### config.mk
export PLATFORM = sky130hd
export DESIGN_NAME = x_trela_periph_obi_slave
export DESIGN_NICKNAME = d
export VERILOG_FILES = /design/src/rtl/x_trela_periph_obi_slave.sv
export SDC_FILE = /design/constraint.sdc
export NUM_CORES = 1
export LEC_CHECK = 0
export CORE_AREA = 2 2 224 226
export DETAILED_ROUTE_END_ITERATION = 7
export DIE_AREA = 0 0 226 228
export GPL_ROUTABILITY_DRIVEN = 0
export GPL_TIMING_DRIVEN = 0
export HOLD_SLACK_MARGIN = 0.02
export PLACE_DENSITY = 0.64
export SLEW_MARGIN = 20
export SYNTH_ARGS = -nofsm -noshare
export SYNTH_HDL_FRONTEND = slang
export SYNTH_SLANG_ARGS = --single-unit
### constraint.sdc
create_clock -name clk_i -period 5.5 [get_ports clk_i]
set_input_delay 1.1 -clock clk_i [delete_from_list [all_inputs] [get_ports clk_i]]
set_output_delay 1.1 -clock clk_i [all_outputs]
set_load 0.01 [all_outputs]
### src/rtl/x_trela_periph_obi_slave.sv
// x_trela_periph_obi_slave: OBI register slave for CGRA control/status, kernel ID, port bases and launch FSM; optional cycle counter with X_TRELA_PERIPH_PERF_EN
module x_trela_periph_obi_slave #(
  parameter int NPORTS     = 8,
  parameter int KID_W      = 8,
  parameter int ADDR_OFF_W = 12
) (
  input  logic                 clk_i,
  input  logic                 rst_i,
  input  logic                 req_i,
  output logic                 gnt_o,
  input  logic [31:0]          addr_i,
  input  logic                 we_i,
  input  logic [3:0]           be_i,
  input  logic [31:0]          wdata_i,
  output logic                 rvalid_o,
  output logic [31:0]          rdata_o,
  input  logic                 cgra_done_i,
  output logic                 start_o,
  output logic [KID_W-1:0]     kernel_id_o,
  output logic [NPORTS*32-1:0] port_base_o,
  output logic                 irq_o
);
  localparam int AW = ADDR_OFF_W - 2;
  typedef enum logic {IDLE = 1'b0, RUN = 1'b1} state_t;
  state_t state_q, state_d;
  logic start_q, rvalid_q, irq_en_q, done_q;
  logic [31:0] rdata_q, rd_val, cnt_val, bmask;
  logic [KID_W-1:0] kid_q;
  logic [31:0] port_q [NPORTS];
  logic [AW-1:0] idx;
  logic wr, rd, launch, done_set, done_clr, unused_ok;
  assign idx = addr_i[ADDR_OFF_W-1:2];
  assign wr = req_i & we_i;
  assign rd = req_i & ~we_i;
  assign bmask = {{8{be_i[3]}}, {8{be_i[2]}}, {8{be_i[1]}}, {8{be_i[0]}}};
  assign launch = wr && idx == AW'(0) && be_i[0] && wdata_i[0] && state_q == IDLE;
  assign done_set = state_q == RUN && cgra_done_i;
  assign done_clr = wr && idx == AW'(1) && be_i[0] && wdata_i[1];
  assign unused_ok = ^{addr_i[31:ADDR_OFF_W], addr_i[1:0]};
  // FSM state and launch pulse register
  always_ff @(posedge clk_i) begin
    state_q <= rst_i ? IDLE : state_d;
    start_q <= ~rst_i & launch;
  end
  // FSM next state: launch from IDLE, completion from RUN
  always_comb begin
    state_d = state_q == IDLE ? (launch ? RUN : IDLE) : (cgra_done_i ? IDLE : RUN);
  end
  // Outputs toward the bus and the CGRA core
  always_comb begin
    gnt_o = req_i;
    rvalid_o = rvalid_q;
    rdata_o = rdata_q;
    start_o = start_q;
    irq_o = done_q & irq_en_q;
    kernel_id_o = kid_q;
  end
  for (genvar g = 0; g < NPORTS; g++) begin : g_port
    assign port_base_o[32*g +: 32] = port_q[g];
  end
  // Read mux over the register map; unmapped offsets read 0
  always_comb begin
    rd_val = '0;
    if (idx == AW'(0)) rd_val = {30'b0, irq_en_q, 1'b0};
    if (idx == AW'(1)) rd_val = {30'b0, done_q, state_q == RUN};
    if (idx == AW'(2)) rd_val = 32'(kid_q);
    if (idx == AW'(3)) rd_val = cnt_val;
    for (int i = 0; i < NPORTS; i++) if (idx == AW'(4 + i)) rd_val = port_q[i];
  end
  // Register writes with byte enables, DONE set/clear, and the one-cycle response
  always_ff @(posedge clk_i) begin
    if (rst_i) begin
      rvalid_q <= 1'b0;
      rdata_q <= '0;
      irq_en_q <= 1'b0;
      done_q <= 1'b0;
      kid_q <= '0;
      for (int i = 0; i < NPORTS; i++) port_q[i] <= '0;
    end else begin
      rvalid_q <= req_i;
      rdata_q <= rd ? rd_val : '0;
      if (wr && idx == AW'(0) && be_i[0]) irq_en_q <= wdata_i[1];
      if (done_set) done_q <= 1'b1;
      else if (done_clr) done_q <= 1'b0;
      if (wr && idx == AW'(2)) kid_q <= (kid_q & ~bmask[KID_W-1:0]) | (wdata_i[KID_W-1:0] & bmask[KID_W-1:0]);
      for (int i = 0; i < NPORTS; i++)
        if (wr && idx == AW'(4 + i)) port_q[i] <= ((port_q[i] & ~bmask) | (wdata_i & bmask)) & ~32'h3;
    end
  end
`ifdef X_TRELA_PERIPH_PERF_EN
  logic [31:0] cnt_q;
  assign cnt_val = cnt_q;
  // Kernel cycle counter: zero during the start_o cycle, counts RUN cycles, saturates
  always_ff @(posedge clk_i) begin
    if (rst_i || launch) cnt_q <= '0;
    else if (state_q == RUN && cnt_q != 32'hFFFF_FFFF) cnt_q <= cnt_q + 32'd1;
  end
`else
  assign cnt_val = '0;
`endif
endmodule

==> results.py <==
metrics = {
    "sta": {
        "worst_pin_slew_ns": 1.030,
        "max_freq_mhz": 233.9,
        "setup_viol": 0,
        "hold_viol_final": 0,
        "drv_slew": 0,
        "max_slew_margin_pct": 31.31,
        "rsz0062_at_grt": "false",
        "fin_setup_tns_ns": 0,
        "worst_slack_ns": 1.225,
        "post-route-period-util_pct": 77.72,
        "fin_crit_ns": 4.275,
        "finClkSkew_ns": 0.01525,
    },
    "floorplan": {
        "num_rows": 82,
        "die_w_um": 226,
        "io_pins": 373,
        "die-area_um2": 51530,
        "initial_core_util_pct": 29.50,
        "core_area_um2": 49350,
        "fp.dieH_um": 228,
    },
    "clock_network": {
        "cts_tree": "done",
        "clk_latency_ns": 0.54,
        "clock_path_buffers": 3,
        "htree_num_levels": 2,
        "hold_buffers": 0,
        "cts_made_buffers": 34,
        "post_cts_buffers": 0,
        "clkSlewWorstSetupHoldPaths_ns": 0.06,
        "root_buffer": "clkbuf_16",
        "ctsResizeCount": 0,
        "clock-sinks": 285,
    },
    "synthesis": {
        "synth-seq-cells": 285,
        "seq_area_frac_synth_pct": 55.70,
        "yosys.area.top_type_share_pct": 49.51,
        "synth_edf_count": 240,
        "synth_area_leaders": "edfxtp_1 50%, nand2b_1 13%, a21oi_1 8.4%",
        "syn-instance-count": 1452,
        "synth_area_um2": 14560,
        "ys_warn_count": 0,
        "yosysTopAreaCell": "edfxtp_1",
        "postSynthAreaPerCell_um2": 10.03,
        "ys.flop_type": "edfxtp_1",
        "synthArstFlopShare_pct": 0,
        "synth_cell_type_count": 49,
    },
    "setup_path": {
        "critPathLaunchType": "input port",
        "startpoint": "addr_i[11]",
        "reg2reg_to": "rdata_o[7]$_SDFF_PP0_",
        "ff2ff_path_depth": 5,
        "crit_type": "in -> reg",
        "cp-end-kind": "register",
        "cp_max_fo": 30,
        "crit_arrival_ns": 4.43,
        "r2r_setup_slack_ns": 3.87,
        "timing.rr.start": "port_q[0][35]$_SDFFCE_PN0P_",
        "worstPathRequired_ns": 5.66,
    },
    "global_route": {
        "antenna_found_initial": 1,
        "grt_max_degree": 31,
        "grt_pass1_wl_um": 91850,
        "grt_pass1_vias": 13441,
        "grt.overflow.total": 0,
        "grtUsageTotal_pct": 24.35,
    },
    "final_layout": {
        "fin_nets": 1912,
        "n_antenna_cell": 0,
        "area_delta_synth_final_pct": 37.72,
        "post_route_cells_drive_above_1_share_pct": 6.223,
        "final_common_cell": "clkdlybuf4s50_1",
        "mostFrequentLayoutCells": "329 x clkdlybuf4s50_1, 310 x nand2b_1, 244 x a21oi_1",
        "utilization_pct": 40.62,
    },
    "worst_hold_path": {
        "holdPathEnd": "done_q$_SDFFE_PP0P_",
        "hp-start": "done_q$_SDFFE_PP0P_",
        "hold_depth": 2,
        "hold_class": "reg -> reg",
    },
    "place": {
        "dp_slack_ns": 0.7104,
        "dpl.hpwl_um": 47410,
        "portBuffers": 329,
    },
    "detailed_routing": {
        "drt_iter0_drc": 1452,
        "vias": 13648,
        "drc_errors": 0,
        "final_antenna_net_count": 0,
        "totalWireLength_um": 64570,
        "via_per_inst": 5.382,
        "avgRoutedWirePerCell_um": 25.46,
        "dr.pass1.iters": 6,
    },
    "power_and_ir_drop": {
        "fin_total_pwr_w": 0.005470,
        "ir_drop_mv": 0.1971,
        "power_density_nw_per_um2": 272.9,
        "leakagePower_nw": 6.718,
    },
    "status": {
        "status": "completed",
    },
    "run": {
        "cap_violations": 0,
    },
}
area by class of cell:
type | count | area (µm²)
buffer | 132 | 594.3
clock buffer | 54 | 1050
clock inverter | 7 | 63.81
fill | 4824 | 29300
inverter | 5 | 18.77
multi-input combinational | 1045 | 5901
sequential | 285 | 8108
tap | 672 | 840.8
timing repair buffer | 336 | 3471
registers in the layout, summed over array words and instances (netlist names), named ones only:
signal    cells
port_q      240
state_q       1
irq_en_q      1
rvalid_o      1
rdata_o      32
done_q        1
start_o       1
per-layer routing:
layer / GRT usage [%] / share of wire (%)
met1: 30.85 / 40
met2: 39.72 / 47
met3: 5.822 / 9.1
met4: 10.02 / 3.8
met5: 0 / 0
worst max path at each step:
stage,slack (ns),endpoint,cells after the start
CTS,1.27,port_q[0][114]$_SDFFCE_PN0P_,6
detailed placement,0.71,port_q[0][106]$_SDFFCE_PN0P_,6
global route,1.06,port_q[0][107]$_SDFFCE_PN0P_,6
floorplan,2.19,port_q[0][30]$_SDFFCE_PN0P_,5
finish,1.23,port_q[0][105]$_SDFFCE_PN0P_,6
global placement,0.32,port_q[0][224]$_SDFFCE_PP0P_,5
cell usage after synthesis, types with 2 or more instances:
master       n
o211ai_1     4
a211oi_1     4
dfxtp_1     45
inv_1        5
nand2_1    147
buf_2       19
o32ai_1      2
and3_1       6
a2bb2oi_1    2
mux2_2       6
o21ai_0    124
a21oi_1    244
o22ai_1     29
buf_1        9
nor2b_1      5
nand2b_1   310
nor3_1       3
a221oi_1    28
nor4_1       3
o311ai_0     4
buf_4       20
a21o_1       6
edfxtp_1   240
mux2i_1     15
a211o_1      4
or4_1        2
nor2_1      28
nor3b_1      2
clkbuf_1    84
a22oi_1     29
nand3_1      5
power by group:
group	internal (W)	total [W]	switching, W	leakage (nW)
logic	0.000288	0.000685	0.000397	3.35
registers	0.00242	0.00250	0.0000794	2.83
clock network	0.00136	0.00229	0.000929	0.540
total	0.00407	0.00547	0.00141	6.72
logic make-up after synthesis:
family	share of synthesized area, %
and+or+nand+nor	19.69
AOI/OAI and AO/OA	18.88
DFF	55.70
other	0.02576
buffers and inverters	4.212
muxes	1.496
through the flow:
stage                     area [µm²]  hold WS (ns)  std cells
after global routing           20050        0.5288       2536
after floorplan                14610        0.4513       1467
after global placement         18750        0.4814       2468
after detailed placement       18930        0.4757       2475
final                          20050        0.4910       2536
after CTS                      20050        0.4854       2536
worst max-delay path, cell delays in order:
cell and delay [ns]:
clkdlybuf4s50_1 0.54, nor3b_1 0.80, nor3b_4 0.61, and2b_1 0.26
buf_4 0.23, a31o_2 0.86
(Power assumes the default switching activity.)
